==> config.mk <==
export PLATFORM = sky130hd
export DESIGN_NAME = instruction_decode_queue_flat
export DESIGN_NICKNAME = d
export VERILOG_FILES = /design/src/rtl/instruction_decode_queue_if.sv /design/src/rtl/instruction_decode_queue.sv /design/src/flat_wrapper.sv
export SDC_FILE = /design/constraint.sdc
export NUM_CORES = 1
export LEC_CHECK = 0
export BUFFER_PORTS_ARGS = -buffer_cell sky130_fd_sc_hd__buf_4
export CORE_AREA = 2 2 220 222
export DETAILED_ROUTE_END_ITERATION = 16
export DIE_AREA = 0 0 222 224
export PLACE_DENSITY = 0.47
export SYNTH_ARGS = -nofsm -noshare
export SYNTH_HDL_FRONTEND = slang
export SYNTH_SLANG_ARGS = --single-unit
==> constraint.sdc <==
create_clock -name clk -period 3.75 [get_ports clk]
set_input_delay 0.75 -clock clk [delete_from_list [all_inputs] [get_ports clk]]
set_output_delay 0.75 -clock clk [all_outputs]
set_load 0.1 [all_outputs]
==> src/rtl/instruction_decode_queue_if.sv <==
// Fetch-to-decode and decode-to-execute handshake bundle for instruction_decode_queue.
// The `illegal` field is present only when ILLEGAL_DETECT_EN is defined.
// master: the decode queue itself; slave: the surrounding fetch/execute logic.
interface instruction_decode_queue_if #(
    parameter int XLEN = 32
);
    logic            flush;
    logic            in_valid;
    logic            in_ready;
    logic [31:0]     in_instr;
    logic [XLEN-1:0] in_pc;
    logic            out_valid;
    logic            out_ready;
    logic [XLEN-1:0] out_pc;
    logic [6:0]      opcode;
    logic [2:0]      funct3;
    logic [6:0]      funct7;
    logic [4:0]      rs1;
    logic [4:0]      rs2;
    logic [4:0]      rd;
    logic [XLEN-1:0] imm;
`ifdef ILLEGAL_DETECT_EN
    logic            illegal;
`endif

    modport master (
        input  flush, in_valid, in_instr, in_pc, out_ready,
        output in_ready, out_valid, out_pc, opcode, funct3, funct7,
               rs1, rs2, rd, imm
`ifdef ILLEGAL_DETECT_EN
        , output illegal
`endif
    );

    modport slave (
        output flush, in_valid, in_instr, in_pc, out_ready,
        input  in_ready, out_valid, out_pc, opcode, funct3, funct7,
               rs1, rs2, rd, imm
`ifdef ILLEGAL_DETECT_EN
        , input illegal
`endif
    );
endinterface

==> src/rtl/instruction_decode_queue.sv <==
// instruction_decode_queue: combinational RV decode of the incoming instruction,
// buffered in a BUF_DEPTH-entry FIFO with valid/ready on both sides and a
// synchronous flush. The head entry is held in dedicated output registers that
// are cleared by reset and otherwise keep their last value while the queue is empty.
// Optional feature macro: ILLEGAL_DETECT_EN (adds per-entry `illegal` flag).
module instruction_decode_queue #(
    parameter int XLEN      = 32,
    parameter int BUF_DEPTH = 2
) (
    input  logic                       clk,
    input  logic                       reset,
    instruction_decode_queue_if.master bus
);
    localparam int PTR_W = (BUF_DEPTH > 1) ? $clog2(BUF_DEPTH) : 1;
    localparam int CNT_W = PTR_W + 1;
    localparam logic [CNT_W-1:0] DEPTH_C = CNT_W'(BUF_DEPTH);

    // Sign-extend a 32-bit immediate to the datapath width.
    function automatic logic [XLEN-1:0] sext32(input logic [31:0] v);
        logic signed [31:0]     s;
        logic signed [XLEN-1:0] w;
        s = v;
        w = s;
        return w;
    endfunction

    logic [31:0]     instr_s;
    logic [31:0]     imm32_s;
    logic [XLEN-1:0] dec_imm_s;
`ifdef ILLEGAL_DETECT_EN
    logic            op_ok_s;
    logic            dec_ill_s;
`endif

    logic            push_s;
    logic            pop_s;
    logic            bypass_s;
    logic            load_head_s;
    logic [PTR_W-1:0] wr_nxt_s;
    logic [PTR_W-1:0] rd_nxt_s;
    logic [CNT_W-1:0] cnt_nxt_s;

    logic [PTR_W-1:0] wr_ptr_r;
    logic [PTR_W-1:0] rd_ptr_r;
    logic [CNT_W-1:0] count_r;
    logic             in_ready_r;
    logic             out_valid_r;

    logic [XLEN-1:0] mem_pc_r    [BUF_DEPTH];
    logic [31:0]     mem_instr_r [BUF_DEPTH];
    logic [XLEN-1:0] mem_imm_r   [BUF_DEPTH];
`ifdef ILLEGAL_DETECT_EN
    logic            mem_ill_r   [BUF_DEPTH];
`endif

    logic [XLEN-1:0] head_pc_r;
    logic [31:0]     head_instr_r;
    logic [XLEN-1:0] head_imm_r;
`ifdef ILLEGAL_DETECT_EN
    logic            head_ill_r;
`endif

    assign instr_s = bus.in_instr;

    // Immediate extraction by opcode format (R and unknown opcodes give zero).
    always_comb begin
        imm32_s = 32'd0;
        case (instr_s[6:0])
            7'b0010011, 7'b0000011, 7'b1100111, 7'b1110011:
                imm32_s = {{20{instr_s[31]}}, instr_s[31:20]};
            7'b0100011:
                imm32_s = {{20{instr_s[31]}}, instr_s[31:25], instr_s[11:7]};
            7'b1100011:
                imm32_s = {{19{instr_s[31]}}, instr_s[31], instr_s[7],
                           instr_s[30:25], instr_s[11:8], 1'b0};
            7'b0110111, 7'b0010111:
                imm32_s = {instr_s[31:12], 12'd0};
            7'b1101111:
                imm32_s = {{11{instr_s[31]}}, instr_s[31], instr_s[19:12],
                           instr_s[20], instr_s[30:21], 1'b0};
            default:
                imm32_s = 32'd0;
        endcase
    end

`ifdef ILLEGAL_DETECT_EN
    // Legality check; illegal entries still queue but carry a zero immediate.
    always_comb begin
        op_ok_s = 1'b0;
        case (instr_s[6:0])
            7'b0110011, 7'b0010011, 7'b0000011, 7'b0100011, 7'b1100011,
            7'b0110111, 7'b0010111, 7'b1101111, 7'b1100111, 7'b1110011,
            7'b0001111: op_ok_s = 1'b1;
            default:    op_ok_s = 1'b0;
        endcase
        dec_ill_s = ~op_ok_s | (instr_s[1:0] != 2'b11);
        dec_imm_s = dec_ill_s ? {XLEN{1'b0}} : sext32(imm32_s);
    end
`else
    assign dec_imm_s = sext32(imm32_s);
`endif

    // Handshake qualification and next-state of pointers/count (flush wins).
    always_comb begin
        push_s = bus.in_valid & in_ready_r & ~bus.flush;
        pop_s  = out_valid_r & bus.out_ready & ~bus.flush;
        if (bus.flush) begin
            wr_nxt_s  = {PTR_W{1'b0}};
            rd_nxt_s  = {PTR_W{1'b0}};
            cnt_nxt_s = {CNT_W{1'b0}};
        end else begin
            wr_nxt_s  = wr_ptr_r + PTR_W'(push_s);
            rd_nxt_s  = rd_ptr_r + PTR_W'(pop_s);
            cnt_nxt_s = count_r + CNT_W'(push_s) - CNT_W'(pop_s);
        end
        // If nothing older survives this cycle, the new head is the entry being pushed.
        bypass_s    = ((count_r - CNT_W'(pop_s)) == {CNT_W{1'b0}});
        load_head_s = ~bus.flush & (cnt_nxt_s != {CNT_W{1'b0}});
    end

    // Queue control registers; in_ready/out_valid are registered copies of count state.
    always_ff @(posedge clk or posedge reset) begin
        if (reset) begin
            wr_ptr_r    <= {PTR_W{1'b0}};
            rd_ptr_r    <= {PTR_W{1'b0}};
            count_r     <= {CNT_W{1'b0}};
            in_ready_r  <= 1'b1;
            out_valid_r <= 1'b0;
        end else begin
            wr_ptr_r    <= wr_nxt_s;
            rd_ptr_r    <= rd_nxt_s;
            count_r     <= cnt_nxt_s;
            in_ready_r  <= (cnt_nxt_s < DEPTH_C);
            out_valid_r <= (cnt_nxt_s != {CNT_W{1'b0}});
        end
    end

    // Payload storage, written at push; contents need no reset.
    always_ff @(posedge clk) begin
        if (push_s) begin
            mem_pc_r[wr_ptr_r]    <= bus.in_pc;
            mem_instr_r[wr_ptr_r] <= instr_s;
            mem_imm_r[wr_ptr_r]   <= dec_imm_s;
`ifdef ILLEGAL_DETECT_EN
            mem_ill_r[wr_ptr_r]   <= dec_ill_s;
`endif
        end
    end

    // Head output registers: load the next head, otherwise hold; zero on reset.
    always_ff @(posedge clk or posedge reset) begin
        if (reset) begin
            head_pc_r    <= {XLEN{1'b0}};
            head_instr_r <= 32'd0;
            head_imm_r   <= {XLEN{1'b0}};
`ifdef ILLEGAL_DETECT_EN
            head_ill_r   <= 1'b0;
`endif
        end else if (load_head_s) begin
            if (bypass_s) begin
                head_pc_r    <= bus.in_pc;
                head_instr_r <= instr_s;
                head_imm_r   <= dec_imm_s;
`ifdef ILLEGAL_DETECT_EN
                head_ill_r   <= dec_ill_s;
`endif
            end else begin
                head_pc_r    <= mem_pc_r[rd_nxt_s];
                head_instr_r <= mem_instr_r[rd_nxt_s];
                head_imm_r   <= mem_imm_r[rd_nxt_s];
`ifdef ILLEGAL_DETECT_EN
                head_ill_r   <= mem_ill_r[rd_nxt_s];
`endif
            end
        end
    end

    assign bus.in_ready  = in_ready_r;
    assign bus.out_valid = out_valid_r;
    assign bus.out_pc    = head_pc_r;
    assign bus.opcode    = head_instr_r[6:0];
    assign bus.rd        = head_instr_r[11:7];
    assign bus.funct3    = head_instr_r[14:12];
    assign bus.rs1       = head_instr_r[19:15];
    assign bus.rs2       = head_instr_r[24:20];
    assign bus.funct7    = head_instr_r[31:25];
    assign bus.imm       = head_imm_r;
`ifdef ILLEGAL_DETECT_EN
    assign bus.illegal   = head_ill_r;
`endif
endmodule
==> src/flat_wrapper.sv <==
// flat-port wrapper written by rule: the top's interface ports become plain ports
module instruction_decode_queue_flat 
#(
    parameter int XLEN      = 32,
    parameter int BUF_DEPTH = 2
)
  (clk, reset, bus_flush, bus_in_valid, bus_in_instr, bus_in_pc, bus_out_ready, bus_in_ready, bus_out_valid, bus_out_pc, bus_opcode, bus_funct3, bus_funct7, bus_rs1, bus_rs2, bus_rd, bus_imm);
  instruction_decode_queue_if #(.XLEN(XLEN)) bus_i ();
  input  logic clk;
  input  logic reset;
  input wire logic [$bits(bus_i.flush)-1:0] bus_flush;
  input wire logic [$bits(bus_i.in_valid)-1:0] bus_in_valid;
  input wire logic [$bits(bus_i.in_instr)-1:0] bus_in_instr;
  input wire logic [$bits(bus_i.in_pc)-1:0] bus_in_pc;
  input wire logic [$bits(bus_i.out_ready)-1:0] bus_out_ready;
  output wire logic [$bits(bus_i.in_ready)-1:0] bus_in_ready;
  output wire logic [$bits(bus_i.out_valid)-1:0] bus_out_valid;
  output wire logic [$bits(bus_i.out_pc)-1:0] bus_out_pc;
  output wire logic [$bits(bus_i.opcode)-1:0] bus_opcode;
  output wire logic [$bits(bus_i.funct3)-1:0] bus_funct3;
  output wire logic [$bits(bus_i.funct7)-1:0] bus_funct7;
  output wire logic [$bits(bus_i.rs1)-1:0] bus_rs1;
  output wire logic [$bits(bus_i.rs2)-1:0] bus_rs2;
  output wire logic [$bits(bus_i.rd)-1:0] bus_rd;
  output wire logic [$bits(bus_i.imm)-1:0] bus_imm;
  assign bus_i.flush = bus_flush;
  assign bus_i.in_valid = bus_in_valid;
  assign bus_i.in_instr = bus_in_instr;
  assign bus_i.in_pc = bus_in_pc;
  assign bus_i.out_ready = bus_out_ready;
  assign bus_in_ready = bus_i.in_ready;
  assign bus_out_valid = bus_i.out_valid;
  assign bus_out_pc = bus_i.out_pc;
  assign bus_opcode = bus_i.opcode;
  assign bus_funct3 = bus_i.funct3;
  assign bus_funct7 = bus_i.funct7;
  assign bus_rs1 = bus_i.rs1;
  assign bus_rs2 = bus_i.rs2;
  assign bus_rd = bus_i.rd;
  assign bus_imm = bus_i.imm;
  instruction_decode_queue #(.XLEN(XLEN), .BUF_DEPTH(BUF_DEPTH)) u_core (.clk(clk), .reset(reset), .bus(bus_i));
endmodule
==> impl_metrics.env <==
export IMPL_combPwrFrac_pct=44.8
export IMPL_ctsResizeCount=0
export IMPL_layout_drive_gt1_share_pct=21.4
export IMPL_detailedPlace_worstSlack_ns=0.556
export IMPL_relSlewSlack_pct=30.3
export IMPL_syn_area_um2=12100
export IMPL_first_pass_iters=5
export IMPL_num_rows=80
export IMPL_synth_seq_cells=294
export IMPL_fin_crit_sh_pct=74.6
export IMPL_cts_buffers=37
export IMPL_grt_overflow_total=0
export IMPL_synth_nets=1098
export IMPL_synthDistinctLibCells=50
export IMPL_place_area_um2=14200
export IMPL_core_um2=47300
export IMPL_cts_buffer_depth=3
export IMPL_drcViolationCount=0
export IMPL_fin_skew_ns=0.0125
export IMPL_worstPathRequired_ns=4.17
export IMPL_worst_slew_pin_slew_ns=1.05
export IMPL_clk_pin_slew_ns=0.06
export IMPL_intPower_mw=7.38
export IMPL_antennaDiodeCount=0
export IMPL_yosys_warnings=0
export IMPL_path_max_fanout=45
export IMPL_clock_latency_ns=0.54
export IMPL_final_nets=1260
export IMPL_synth_cells=1025
export IMPL_hold_buffers=0
export IMPL_hp_class="in -> reg"
export IMPL_root_buffer="clkbuf_16"
export IMPL_p_sw_mw=6.76
export IMPL_die_area_um2=49700
export IMPL_postRouteAntennaNets=0
export IMPL_start_util_pct=25.6
export IMPL_p_per_area_nw_per_um2=923
export IMPL_critPathLaunchType="flip-flop"
export IMPL_hold_viol_final=0
export IMPL_vias=8433
export IMPL_track_usage_pct=13.5
export IMPL_die_w_um=222
export IMPL_drv_cap=0
export IMPL_cts_tree="done"
export IMPL_place_gp_congestion=0.696
export IMPL_finalPower_mw=14.1
export IMPL_rsz0062_at_grt="no"
export IMPL_portBuffers=166
export IMPL_drtIter0Drc=576
export IMPL_fmax_ghz=0.358
export IMPL_setup_violations=0
export IMPL_synth_enable_flop_cells=192
export IMPL_dp_hpwl_um=20200
export IMPL_ys_seq_area_share_pct=68.5
export IMPL_htreeDepth=2
export IMPL_drv_slew=0
export IMPL_share_seq_of_total_power_pct=31.4
export IMPL_fin_area_um2=15300
export IMPL_antenna_found_initial=0
export IMPL_grt_pass1_vias=8299
export IMPL_wire_per_inst_um=18.3
export IMPL_syn_to_final_growth_pct=26.2
export IMPL_ios=167
export IMPL_synthArstFlopShare_pct=34.7
export IMPL_fin_crit_ns=2.80
export IMPL_endpoint_kind="flip-flop"
export IMPL_leakage_nw=6.45
export IMPL_r2r_slack_ns=0.95
export IMPL_grt_start_max_net_pins=97
export IMPL_routed_via_density=4.61
export IMPL_clock_sinks=294
export IMPL_worst_slack_ns=0.954
export IMPL_synth_ff_type="edfxtp_1"
export IMPL_drt_wl_total_um=33500
export IMPL_power_frac_clock_pct=23.8
export IMPL_switching_share_pct=47.8
export IMPL_irDropWorstVdd_v=0.000713
export IMPL_cp_data_arrival_time_ns=3.22
export IMPL_grt_pass1_wl_um=51400
export IMPL_path_class="reg -> reg"
export IMPL_status="completed"
export IMPL_synth_avg_cell_area_um2=11.8
export IMPL_post_cts_buffers=0
export IMPL_fp_dieH_um=224
layout make-up:
class                           count  area, um2
Timing Repair Buffer              194       1570
Inverter                            9       37.5
Clock inverter                     14        125
Clock buffer                       52       1000
Tap cell                          615        769
Fill cell                        4774      32000
Sequential cell                   294       8320
Multi-Input combinational cell    651       3490
layout by cell type (no fill, tap or decap), types with 3 or more instances in the layout:
| cell type | synthesis | routed |
|---|---|---|
| nor2b_1 | 4 | 4 |
| a21o_1 | 9 | 9 |
| o21ai_1 | 14 | 14 |
| buf_12 | 0 | 9 |
| inv_1 | 8 | 7 |
| o31ai_1 | 6 | 6 |
| and4b_1 | 3 | 3 |
| a22o_1 | 4 | 4 |
| mux2i_1 | 9 | 9 |
| nor2_1 | 68 | 68 |
| clkinv_1 | 0 | 5 |
| a32o_1 | 11 | 11 |
| clkbuf_16 | 0 | 37 |
| nand2_1 | 359 | 359 |
| a311o_1 | 64 | 64 |
| a31o_2 | 5 | 5 |
| a221oi_1 | 12 | 12 |
| or2_2 | 3 | 3 |
| and2_1 | 7 | 7 |
| a21oi_1 | 18 | 18 |
| and3_1 | 9 | 9 |
| clkbuf_1 | 33 | 13 |
| nor3_1 | 3 | 3 |
| dfrtp_1 | 101 | 101 |
| edfxtp_1 | 192 | 192 |
| clkinv_2 | 0 | 5 |
| buf_4 | 12 | 185 |
| nand3_1 | 3 | 3 |
| o21ai_0 | 13 | 13 |
synth_stat cells, types with 5 or more instances:
cell,number,area share (%)
a21o_1,9,0.56
a311o_1,64,5.3
nand2_1,359,11
clkbuf_1,33,1.0
edfxtp_1,192,48
inv_1,8,0.25
and3_1,9,0.46
a31o_2,5,0.36
dfrtp_1,101,21
nor2_1,68,2.1
buf_2,22,0.91
and2_1,7,0.36
buf_4,12,0.74
a32o_1,11,0.91
o21ai_1,14,0.58
a21oi_1,18,0.74
mux2i_1,9,0.74
a221oi_1,12,0.87
o21ai_0,13,0.54
o31ai_1,6,0.37
worst paths after layout:
path,from,to,cells after the start
max,u_core.bus.in_ready,u_core.bus.imm[17],11
max in group asynchronous,reset,u_core.head_instr_r[25],3
min reg2reg,u_core.head_instr_r[11],u_core.head_instr_r[11],2
min,bus_in_pc[29],u_core.mem_pc_r[1][29],1
max reg2reg,u_core.bus.in_ready,u_core.bus.imm[17],11
min in group asynchronous,reset,u_core.bus.out_pc[28],2
stage by stage:
stage | TNS [ns] | utilization (%) | hold slack, ns | std cells
final | 0 | 32.3 | 0.403 | 1829
after global routing | 0 | 32.3 | 0.376 | 1829
after CTS | 0 | 32.3 | 0.364 | 1829
after detailed placement | 0 | 30.0 | 0.465 | 1763
after global placement | 0 | 30.0 | 0.463 | 1763
after floorplan | -53.05 | - | 0.595 | 1025
worst max-delay path: stages, from the launching register on:
cell	delay (ns)
dfstp_2	0.53
nand2_1	0.06
or2_2	0.28
ha_1	0.28
inv_1	0.04
ha_1	0.18
xnor2_1	0.18
xnor2_1	0.14
o21bai_4	0.42
buf_12	0.28
a221oi_1	0.08
a21o_1	0.17
flip-flops by register name (all words and copies together), names as in the netlist:
signal	cells
u_core.bus.out_pc	32
u_core.wr_ptr_r	1
u_core.bus.out_valid	1
u_core.mem_pc_r	64
u_core.head_instr_r	32
u_core.mem_instr_r	64
u_core.count_r	2
u_core.rd_ptr_r	1
u_core.bus.in_ready	1
u_core.mem_imm_r	64
u_core.bus.imm	32
layer usage:
| layer | vias to the layer above | GRT usage [%] | part of all wire (%) |
|---|---|---|---|
| met5 | - | 0 | 0 |
| met4 | 0 | 4.62 | 2.2 |
| met3 | 48 | 2.98 | 5.1 |
| met2 | 221 | 21.7 | 46 |
| met1 | 4191 | 17.8 | 46 |
| li1 | 3973 | - | - |
cells by family after synthesis:
kind of cell,count (synthesis),share of synthesized area (%)
and+or+nand+nor,468,15.5
buffers and inverters,80,3.08
xor gates and xnor gates,3,0.217
adders and majority gates,4,0.412
DFF,294,68.5
AOI/OAI and AO/OA,164,11.1
muxes,12,1.13
power by group through the flow:
| stage | Sequential [mW] | Clock, mW | Combinational (mW) |
|---|---|---|---|
| floorplan | 7.98 | 0 | 1.36 |
| global placement | 4.51 | 0 | 6.38 |
| detailed placement | 4.50 | 0 | 6.42 |
| CTS | 4.45 | 3.49 | 6.42 |
| global route | 4.52 | 3.62 | 6.66 |
| finish | 4.44 | 3.36 | 6.34 |
No activity file was read; power rests on OpenSTA's default activity.
